===== config.mk =====
export PLATFORM = sky130hd
export DESIGN_NAME = ecc_point_ctrl
export DESIGN_NICKNAME = d
export VERILOG_FILES = /design/src/rtl/ecc_point_ctrl.sv
export SDC_FILE = /design/constraint.sdc
export NUM_CORES = 1
export LEC_CHECK = 0
export ABC_AREA = 1
export BUFFER_PORTS_ARGS = -buffer_cell sky130_fd_sc_hd__buf_2
export CORE_UTILIZATION = 50
export DETAILED_ROUTE_END_ITERATION = 12
export GPL_ROUTABILITY_DRIVEN = 0
export PLACE_DENSITY = 0.73
export SYNTH_ARGS = -nofsm -noshare
export SYNTH_HDL_FRONTEND = slang
export SYNTH_SLANG_ARGS = --single-unit

===== constraint.sdc =====
create_clock -name i_clk -period 2.2 [get_ports i_clk]
set_input_delay 0.66 -clock i_clk [delete_from_list [all_inputs] [get_ports i_clk]]
set_output_delay 0.66 -clock i_clk [all_outputs]
set_load 0.02 [all_outputs]

===== src/rtl/ecc_point_ctrl.sv =====
`default_nettype none
// ============================================================================
// Module   : ecc_point_ctrl
// Brief    : Affine EC point add/double sequencer driving a GF(p) arithmetic unit
// Revision : 1.0 - initial release
// ============================================================================
module ecc_point_ctrl #(
    parameter int SIZE    = 32,
    parameter int TIMEOUT = 4096
) (
    input  logic            i_clk,
    input  logic            i_rst,
    input  logic            start,
    input  logic            dbl,
    input  logic [SIZE-1:0] x1,
    input  logic [SIZE-1:0] y1,
    input  logic [SIZE-1:0] x2,
    input  logic [SIZE-1:0] y2,
    input  logic [SIZE-1:0] a_coef,
    input  logic [SIZE-1:0] prime,
    output logic            busy,
    output logic            done,
    output logic [SIZE-1:0] x3,
    output logic [SIZE-1:0] y3,
    output logic            inf,
    output logic            err,
    output logic [SIZE-1:0] gf_in_0,
    output logic [SIZE-1:0] gf_in_1,
    output logic [1:0]      gf_op,
    output logic            gf_start,
    input  logic [SIZE-1:0] gf_result,
    input  logic            gf_done
);
    typedef enum logic [2:0] {S_IDLE, S_CHECK, S_ISSUE, S_WAIT, S_DONE} state_t;
    typedef enum logic [1:0] {OP_ADD = 2'd0, OP_SUB = 2'd1, OP_MUL = 2'd2, OP_DIV = 2'd3} op_t;
    typedef enum logic [3:0] {SRC_X1, SRC_Y1, SRC_X2, SRC_Y2, SRC_A, SRC_LAM, SRC_T0, SRC_T1, SRC_X3} src_t;
    typedef enum logic [2:0] {DST_T0, DST_T1, DST_LAM, DST_X3, DST_Y3} dst_t;

    // Program layout: 0-2 addition prelude, 3-8 doubling prelude, 9-14 shared tail.
    localparam logic [3:0] STEP_ADD0     = 4'd0;
    localparam logic [3:0] STEP_ADD_LAST = 4'd2;
    localparam logic [3:0] STEP_DBL0     = 4'd3;
    localparam logic [3:0] STEP_TAIL     = 4'd9;
    localparam logic [3:0] STEP_LAST     = 4'd14;
    localparam int         WDW           = $clog2(TIMEOUT);
    // Expiry on this count lands done exactly TIMEOUT cycles after the gf_start pulse.
    localparam logic [WDW-1:0] WD_LAST   = WDW'(TIMEOUT - 2);

    state_t          state_q, state_d;
    logic [3:0]      step_q, step_d;
    logic [WDW-1:0]  wdog_q, wdog_d;
    logic [SIZE-1:0] x1_q, x1_d, y1_q, y1_d, x2_q, x2_d, y2_q, y2_d, a_q, a_d;
    logic [SIZE-1:0] lam_q, lam_d, t0_q, t0_d, t1_q, t1_d, xr_q, xr_d;
    logic            dbl_q, dbl_d;
    logic            busy_q, busy_d, done_q, done_d, inf_q, inf_d, err_q, err_d;
    logic [SIZE-1:0] x3_q, x3_d, y3_q, y3_d, gf_in_0_q, gf_in_0_d, gf_in_1_q, gf_in_1_d;
    logic [1:0]      gf_op_q, gf_op_d;
    logic            gf_start_q, gf_start_d;

    op_t  u_op;
    src_t u_s0, u_s1;
    dst_t u_dst;

    // The modulus is wired to the arithmetic unit at the level above.
    logic prime_unused;
    assign prime_unused = ^prime;

    always_comb begin
        u_op  = OP_ADD;
        u_s0  = SRC_T0;
        u_s1  = SRC_T0;
        u_dst = DST_T0;
        case (step_q)
            4'd0:  begin u_op = OP_SUB; u_s0 = SRC_Y2;  u_s1 = SRC_Y1;  u_dst = DST_T0;  end
            4'd1:  begin u_op = OP_SUB; u_s0 = SRC_X2;  u_s1 = SRC_X1;  u_dst = DST_T1;  end
            4'd2:  begin u_op = OP_DIV; u_s0 = SRC_T0;  u_s1 = SRC_T1;  u_dst = DST_LAM; end
            4'd3:  begin u_op = OP_MUL; u_s0 = SRC_X1;  u_s1 = SRC_X1;  u_dst = DST_T0;  end
            4'd4:  begin u_op = OP_ADD; u_s0 = SRC_T0;  u_s1 = SRC_T0;  u_dst = DST_T1;  end
            4'd5:  begin u_op = OP_ADD; u_s0 = SRC_T1;  u_s1 = SRC_T0;  u_dst = DST_T0;  end
            4'd6:  begin u_op = OP_ADD; u_s0 = SRC_T0;  u_s1 = SRC_A;   u_dst = DST_T0;  end
            4'd7:  begin u_op = OP_ADD; u_s0 = SRC_Y1;  u_s1 = SRC_Y1;  u_dst = DST_T1;  end
            4'd8:  begin u_op = OP_DIV; u_s0 = SRC_T0;  u_s1 = SRC_T1;  u_dst = DST_LAM; end
            4'd9:  begin u_op = OP_MUL; u_s0 = SRC_LAM; u_s1 = SRC_LAM; u_dst = DST_T0;  end
            4'd10: begin u_op = OP_SUB; u_s0 = SRC_T0;  u_s1 = SRC_X1;  u_dst = DST_T0;  end
            4'd11: begin u_op = OP_SUB; u_s0 = SRC_T0;  u_s1 = SRC_X2;  u_dst = DST_X3;  end
            4'd12: begin u_op = OP_SUB; u_s0 = SRC_X1;  u_s1 = SRC_X3;  u_dst = DST_T0;  end
            4'd13: begin u_op = OP_MUL; u_s0 = SRC_LAM; u_s1 = SRC_T0;  u_dst = DST_T0;  end
            4'd14: begin u_op = OP_SUB; u_s0 = SRC_T0;  u_s1 = SRC_Y1;  u_dst = DST_Y3;  end
            default: ;
        endcase
    end

    function automatic logic [SIZE-1:0] sel_src(input src_t s);
        case (s)
            SRC_X1:  return x1_q;
            SRC_Y1:  return y1_q;
            SRC_X2:  return x2_q;
            SRC_Y2:  return y2_q;
            SRC_A:   return a_q;
            SRC_LAM: return lam_q;
            SRC_T0:  return t0_q;
            SRC_T1:  return t1_q;
            SRC_X3:  return xr_q;
            default: return '0;
        endcase
    endfunction

    always_comb begin
        state_d    = state_q;
        step_d     = step_q;
        wdog_d     = wdog_q;
        x1_d = x1_q; y1_d = y1_q; x2_d = x2_q; y2_d = y2_q; a_d = a_q; dbl_d = dbl_q;
        lam_d = lam_q; t0_d = t0_q; t1_d = t1_q; xr_d = xr_q;
        busy_d     = busy_q;
        done_d     = 1'b0;
        inf_d      = inf_q;
        err_d      = err_q;
        x3_d       = x3_q;
        y3_d       = y3_q;
        gf_in_0_d  = gf_in_0_q;
        gf_in_1_d  = gf_in_1_q;
        gf_op_d    = gf_op_q;
        gf_start_d = 1'b0;
        case (state_q)
            S_IDLE: begin
                if (start) begin
                    x1_d = x1; y1_d = y1; x2_d = x2; y2_d = y2; a_d = a_coef; dbl_d = dbl;
                    inf_d   = 1'b0;
                    err_d   = 1'b0;
                    busy_d  = 1'b1;
                    state_d = S_CHECK;
                end
            end
            S_CHECK: begin
                if ((!dbl_q && x1_q == x2_q && y1_q != y2_q) ||
                    ((dbl_q || x1_q == x2_q) && y1_q == '0)) begin
                    inf_d   = 1'b1;
                    x3_d    = '0;
                    y3_d    = '0;
                    state_d = S_DONE;
                end else begin
                    // Equal points on the addition path fall through to doubling.
                    if (dbl_q || x1_q == x2_q) begin
                        step_d = STEP_DBL0;
                        x2_d   = x1_q;
                    end else begin
                        step_d = STEP_ADD0;
                    end
                    state_d = S_ISSUE;
                end
            end
            S_ISSUE: begin
                gf_op_d    = u_op;
                gf_in_0_d  = sel_src(u_s0);
                gf_in_1_d  = sel_src(u_s1);
                gf_start_d = 1'b1;
                wdog_d     = '0;
                state_d    = S_WAIT;
            end
            S_WAIT: begin
                if (gf_done) begin
                    case (u_dst)
                        DST_T0:  t0_d  = gf_result;
                        DST_T1:  t1_d  = gf_result;
                        DST_LAM: lam_d = gf_result;
                        DST_X3:  xr_d  = gf_result;
                        DST_Y3:  y3_d  = gf_result;
                        default: ;
                    endcase
                    if (step_q == STEP_LAST) begin
                        x3_d    = xr_q;
                        state_d = S_DONE;
                    end else begin
                        step_d  = (step_q == STEP_ADD_LAST) ? STEP_TAIL : step_q + 4'd1;
                        state_d = S_ISSUE;
                    end
                end else if (wdog_q == WD_LAST) begin
                    err_d   = 1'b1;
                    state_d = S_DONE;
                end else begin
                    wdog_d = wdog_q + 1'b1;
                end
            end
            S_DONE: begin
                done_d  = 1'b1;
                busy_d  = 1'b0;
                state_d = S_IDLE;
            end
            default: state_d = S_IDLE;
        endcase
    end

    always_ff @(posedge i_clk or negedge i_rst) begin
        if (!i_rst) begin
            state_q <= S_IDLE;
            step_q  <= '0;
            wdog_q  <= '0;
            x1_q <= '0; y1_q <= '0; x2_q <= '0; y2_q <= '0; a_q <= '0; dbl_q <= 1'b0;
            lam_q <= '0; t0_q <= '0; t1_q <= '0; xr_q <= '0;
            busy_q <= 1'b0; done_q <= 1'b0; inf_q <= 1'b0; err_q <= 1'b0;
            x3_q <= '0; y3_q <= '0; gf_in_0_q <= '0; gf_in_1_q <= '0;
            gf_op_q <= '0; gf_start_q <= 1'b0;
        end else begin
            state_q <= state_d;
            step_q  <= step_d;
            wdog_q  <= wdog_d;
            x1_q <= x1_d; y1_q <= y1_d; x2_q <= x2_d; y2_q <= y2_d; a_q <= a_d; dbl_q <= dbl_d;
            lam_q <= lam_d; t0_q <= t0_d; t1_q <= t1_d; xr_q <= xr_d;
            busy_q <= busy_d; done_q <= done_d; inf_q <= inf_d; err_q <= err_d;
            x3_q <= x3_d; y3_q <= y3_d; gf_in_0_q <= gf_in_0_d; gf_in_1_q <= gf_in_1_d;
            gf_op_q <= gf_op_d; gf_start_q <= gf_start_d;
        end
    end

    assign busy     = busy_q;
    assign done     = done_q;
    assign inf      = inf_q;
    assign err      = err_q;
    assign x3       = x3_q;
    assign y3       = y3_q;
    assign gf_in_0  = gf_in_0_q;
    assign gf_in_1  = gf_in_1_q;
    assign gf_op    = gf_op_q;
    assign gf_start = gf_start_q;
endmodule
`default_nettype wire

; Yosys cells after proc, flatten, opt, wreduce, memory -nomap -nowiden
; Index checks and enable logic that the tools add are counted.
[totals]
reg_bits = 443
inputBits = 229
wordCells = 159
out_inout_bits = 135
[op_classes]
addsub = 2
n_mux = 42
eq_ne = 53
n_reduce_logical = 39
[ops]
columns = op, n
row1 = one-hot mux 32 bit (9 select lines), 2
row2 = 2-to-1 mux 32 bit, 8
row3 = one-hot mux 32 bit (2 select lines), 3
row4 = "equality test 4 x 3 -> 1 bit, second input constant", 12
row5 = "equality test 4 bit, second input constant", 9
row6 = equality test 32 bit, 1
row7 = logical NOT 32 bit, 1
row8 = != test 32 bit, 1
row9 = one-hot mux 4 bit (7 select lines), 1
row10 = "equality test 4 x 2 -> 1 bit, second input constant", 6
row11 = 2-to-1 mux 12 bit, 2
row12 = one-hot mux 12 bit (2 select lines), 1
row13 = one-hot mux 3 bit (4 select lines), 2
row14 = "!= test 2 bit, second input constant", 10
row15 = AND reduction 4 bit, 5
row16 = one-hot mux 3 bit (6 select lines), 1
row17 = AND reduction 3 bit, 6
row18 = 2-to-1 mux 4 bit, 4
row19 = 2-to-1 mux 3 bit, 5
row20 = "adder 12 x 1 -> 12 bit, second input constant", 1
row21 = "equality test 12 bit, second input constant", 1
row22 = "equality test 3 x 2 -> 1 bit, second input constant", 4
row23 = "equality test 4 x 1 -> 1 bit, second input constant", 3
row24 = logical NOT 4 bit, 3
row25 = other kinds (19), 44

; Depth between registers and ports, before layout
[depth]
ltp_word = 7
mapped_depth = 15
ltp_nobuf = 14

; Worst setup path after synthesis
; Ideal clock, no wire load.
[synth_timing]
kind = register to register
from = reg step_q[2]
to = reg gf_in_1_q[26] (netlist: gf_in_1[26])
path_slack_ps = 427
arrival_ps = 1652
setup_time_ps = 120
period_less_slack_ps = 1773
t_required_ps = 2080
stages_incl_launch_ff = 14
path_cell_list = dfrtp_1 > nor2_4 > inv_2 > nor2_1 > inv_2 > nand3_2 > inv_2 > nand2_1 > nor2_4 > buf_6 > nand2_1 > o2111ai_1 > o21ai_1 > nand2_1
[synth_between]
elab_chain_cells = 5
[synth_rtl]
columns = item, line
row1 = from (decl), 50  ; logic [3:0] step_q, step_d;
row2 = from (signal assigned), 205  ; step_q <= step_d;
row3 = equality test 4 bit (tied with other cells), 73  ; case (step_q)
row4 = OR reduction 3 bit (no line) / OR reduction 2 bit (equally long branches), --
row5 = one-hot mux 4 bit (7 select lines) *, 73
row6 = equality test 4 bit (tied with other cells), 94  ; case (s)
row7 = one-hot mux 32 bit (9 select lines) *, 94
row8 = to (signal assigned), 201  ; x3_q <= '0; y3_q <= '0; gf_in_0_q <= '0; gf_in_1_q <= '0;
row9 = to (signal assigned), 210  ; x3_q <= x3_d; y3_q <= y3_d; gf_in_0_q <= gf_in_0_d; gf_in_1_q <= gf_in_1_d;
row10 = to (decl), 56  ; logic [SIZE-1:0] x3_q, x3_d, y3_q, y3_d, gf_in_0_q, gf_in_0_d, gf_in_1_q, gf_in_1_d;
; Every way passes the cells marked *; elsewhere a longest branch is shown, timed or not.
; A chain may end at the register's enable or synchronous reset.

; Worst setup path in the final report
[layout_timing]
from = reg x2_q[11]
to = reg x2_q[8]
[layout_between]
elab_chain_cells = 6
[layout_rtl]
columns = item, line
row1 = from (decl), 52  ; logic [SIZE-1:0] x1_q, x1_d, y1_q, y1_d, x2_q, x2_d, y2_q, y2_d, a_q, a_d;
row2 = from (signal assigned), 198  ; x1_q <= '0; y1_q <= '0; x2_q <= '0; y2_q <= '0; a_q <= '0; dbl_q <= 1'b0;
row3 = from (signal assigned), 207  ; x1_q <= x1_d; y1_q <= y1_d; x2_q <= x2_d; y2_q <= y2_d; a_q <= a_d; dbl_q <= dbl_d;
row4 = equality test 32 bit *, "135, 136, 143"
row5 = logical AND 1 bit / logical OR 1 bit (equally long branches), "135, 136, 143"
row6 = logical AND 1 bit (on tied branches), "135, 136"
row7 = logical OR 1 bit, 135  ; if ((!dbl_q && x1_q == x2_q && y1_q != y2_q) ||
row8 = != test 2 bit (no line), --
row9 = AND reduction 4 bit (no line) *, --
; Marks and branches as above.

==> flow_metrics.py <==
metrics = {
    "status": {
        "outcome": "finished, final reports clean",
    },
    "critical_path": {
        "setup.reg_to_reg.worst_slack_ps": 8,
        "worst_setup_path_startpoint": "x2_q[11]$_DFFE_PN0P_",
        "critical_path_class": "flip-flop to flip-flop",
        "critPathMaxFanout": 16,
        "crit_end": "x2_q[8]$_DFFE_PN0P_",
        "regToRegStartpoint": "x2_q[11]$_DFFE_PN0P_",
        "worst_ep_required_time_ps": 2730,
        "worstSetupEndpointType": "flip-flop",
        "r2r_cells": 13,
        "worst_setup_path_start_kind": "flip-flop",
        "worst_r2r_endpoint": "x2_q[8]$_DFFE_PN0P_",
        "worstPathArrival_ps": 2720,
    },
    "pwr": {
        "clock_power_share": 0.184,
        "p_per_area_nw_per_um2": 1630,
        "static-leakage-power_nw": 13.4,
        "intPower_mw": 24.0,
        "part_of_the_total_power_dissipated_in_combinational_logic": 0.491,
        "overall_power_mw": 44.0,
        "p_sw_frac": 0.456,
        "vdd_drop_max_v": 0.00103,
        "power_frac_seq": 0.325,
        "p_sw_mw": 20.1,
    },
    "global_routing": {
        "globalRouteTotalUtil": 0.363,
        "grt_max_degree": 80,
        "grt_first_pass_wirelength_mm": 121,
        "grt_pass1_vias": 21500,
        "grt_antenna_before_repair": 1,
        "global_route.overflow_total": 0,
    },
    "cells_and_area": {
        "finish.instance_area_um2": 27000,
        "final_common_cell": "sky130_fd_sc_hd__nand2_1",
        "areaGrowthSynthToFinish_pct": 24.6,
        "numnets_final": 3403,
        "layout_common_cells": "885 x sky130_fd_sc_hd__nand2_1, 438 x sky130_fd_sc_hd__dfrtp_1, 339 x sky130_fd_sc_hd__o21ai_0",
        "post_route_cells_drive_above_1_share": 0.211,
    },
    "route": {
        "detailroute.via_count": 22100,
        "count_of_nets_left_with_antenna_violations_after_detail_routing": 0,
        "drt_pre_antenna_iters": 8,
        "detail_route.drc_violations": 0,
        "drt_first_iter_violations": 2772,
        "wl_per_cell_um": 21.6,
        "number_of_vias_per_cell_after_detailed_routing": 5.85,
        "postRouteWirelength_mm": 81.6,
    },
    "clock_tree": {
        "clkSlewWorstSetupHoldPaths_ps": 60,
        "tritoncts": "yes",
        "cts_htree_levels": 2,
        "cts_num_sinks": 443,
        "worst_skew_pair.late_latency_ps": 600,
        "clock_tree.buffer_depth": 3,
        "numCtsBuffers": 49,
        "clk_root_buffer_cell": "sky130_fd_sc_hd__clkbuf_16",
    },
    "timing": {
        "report.final.slew_viol_count": 0,
        "timing.final.crit_share": 0.996,
        "worst_slew_pin_slew_ps": 663,
        "slew_headroom": 0.558,
        "max_freq_ghz": 0.456,
        "fin_skew_ps": 26.3,
        "final_hold_viol_count": 0,
        "setup_viols_final": 0,
        "finalCriticalPeriod_ps": 2190,
    },
    "synth": {
        "post_synth_instance_area_um2": 21700,
        "synthesis.yosys.warnings": 0,
        "synthDominantCellAreaShare": 0.511,
        "synth_edf_count": 0,
        "synth-async-reset-ratio": 1.00,
        "synth_largest_area_cell": "sky130_fd_sc_hd__dfrtp_1",
        "syn_avg_cell_area_um2": 7.89,
        "ys_ff_latch": 443,
        "synth_cells": 2749,
        "synth_cell_type_count": 48,
        "postSynth.topFlopCell": "sky130_fd_sc_hd__dfrtp_1",
        "synthesis.nets": 2980,
        "synth.yosys.seq_area_share": 0.511,
        "top_cells_by_area_in_the_synthesized_netlist": "sky130_fd_sc_hd__dfrtp_1 51%, sky130_fd_sc_hd__nand2_1 15%, sky130_fd_sc_hd__o21ai_0 7.8%",
    },
    "floorplan": {
        "core_area_um2": 42400,
        "die_h_um": 210,
        "row_count": 75,
        "top_level_ports": 364,
        "start_util": 0.512,
        "floorplan.die_area_um2": 44200,
        "die_x_um": 210,
    },
    "placement": {
        "dpl_wire_length_mm": 57.9,
        "placed_area_um2": 25100,
        "buffer_ports.inserted": 331,
    },
    "run": {
        "max-cap-violations": 0,
    },
    "min_path": {
        "hp-class": "input port to flip-flop",
    },
}
[metal layers]
metal / global-route usage / vias to the layer above / part of all wire
met2: 0.599 / 1399 / 0.47
met5: 0 / - / 0
met3: 0.0594 / 419 / 0.091
met4: 0.281 / 0 / 0.088
met1: 0.425 / 10500 / 0.35
li1: - / 9806 / -
[power by group through the flow]
stage	clock (mW)	combinational [mW]	sequential, mW
2_1_floorplan	0	11.0	14.6
3_3_place_gp	0	19.5	14.1
3_5_place_dp	0	20.0	14.3
4_1_cts	8.15	20.2	14.2
5_1_grt	8.46	23.2	14.6
6_report	8.10	21.6	14.3
[cells in the mapped netlist (all sizes together) (10+ instances only)]
library cell,instances
inv,273
nand3,151
o2111ai,26
dfrtp,443
buf,66
nor3,10
a21oi,86
nand4,29
o22ai,37
nand2,901
nor2,144
nand3b,13
a221oi,26
clkbuf,89
xnor2,41
o21ai,357
a211oi,12
[kinds of logic after synthesis]
kind of cell             Yosys count  synth area share
buffers and inverters            429            0.0799
XOR/XNOR                          45            0.0182
flip-flops                       443             0.511
adder cells (fa/ha/maj)            2           0.00115
AND/OR/NAND/NOR                 1251             0.237
AO/OA/AOI/OAI                    579             0.153
[worst min path at each step]
stage,start,endpoint,slack [ps],cells past startpoint
final,y2[17],y2_q[17]$_DFFE_PN0P_,270,3
after CTS,a_coef[13],a_q[13]$_DFFE_PN0P_,260,3
after global placement,y3[19]$_DFFE_PN0P_,y3[19]$_DFFE_PN0P_,450,2
after global routing,a_coef[9],a_q[9]$_DFFE_PN0P_,280,3
after floorplan,i_rst,a_q[0]$_DFFE_PN0P_,360,0
after detailed placement,x3[11]$_DFFE_PN0P_,x3[11]$_DFFE_PN0P_,460,2
[worst max-delay path, stage by stage (launching register included)]
cell                      delay, ps
sky130_fd_sc_hd__dfrtp_1        470
sky130_fd_sc_hd__xnor2_1        210
sky130_fd_sc_hd__nand2_1         70
sky130_fd_sc_hd__nor2_1         100
sky130_fd_sc_hd__nand2_1         80
sky130_fd_sc_hd__nor2_2         170
sky130_fd_sc_hd__nand2_1        120
sky130_fd_sc_hd__nand2_1        100
sky130_fd_sc_hd__buf_4          150
sky130_fd_sc_hd__nand2_1         50
sky130_fd_sc_hd__nand2_1        110
sky130_fd_sc_hd__buf_4          260
sky130_fd_sc_hd__nand3_1        130
sky130_fd_sc_hd__nand2_1         90
[cell type report]
cell class,instances,area [um^2]
Sequential cell,443,11100
Clock inverter,14,173
Antenna cell,1,2.50
Timing Repair Buffer,527,3660
Inverter,274,1050
Multi-Input combinational cell,1877,8980
Fill cell,3664,15400
Clock buffer,69,1360
Tap cell,577,722
[per-stage QoR]
stage | hold slack, ps | util | cells | setup TNS [ps] | setup slack [ps]
2_1_floorplan | 364 | - | 2749 | 0 | 427
3_5_place_dp | 456 | 0.593 | 3680 | 0 | 16.1
4_1_cts | 257 | 0.630 | 3766 | 0 | 32.7
3_3_place_gp | 452 | 0.593 | 3680 | 0 | 76.4
5_1_grt | 275 | 0.638 | 3782 | -8030 | -111
6_report | 269 | 0.638 | 3782 | 0 | 8.20
[timing repair]
item | CTS | global route
hold endpoints to repair | 36 | 0
pin swaps | 0 | 3
setup buffers | 2 | 8
hold buffers | 1 | 0
setup endpoints to repair | 4 | 200
resized for setup | 3 | 40
gates cloned | 0 | 7
Power figures use the tool's default switching activity.
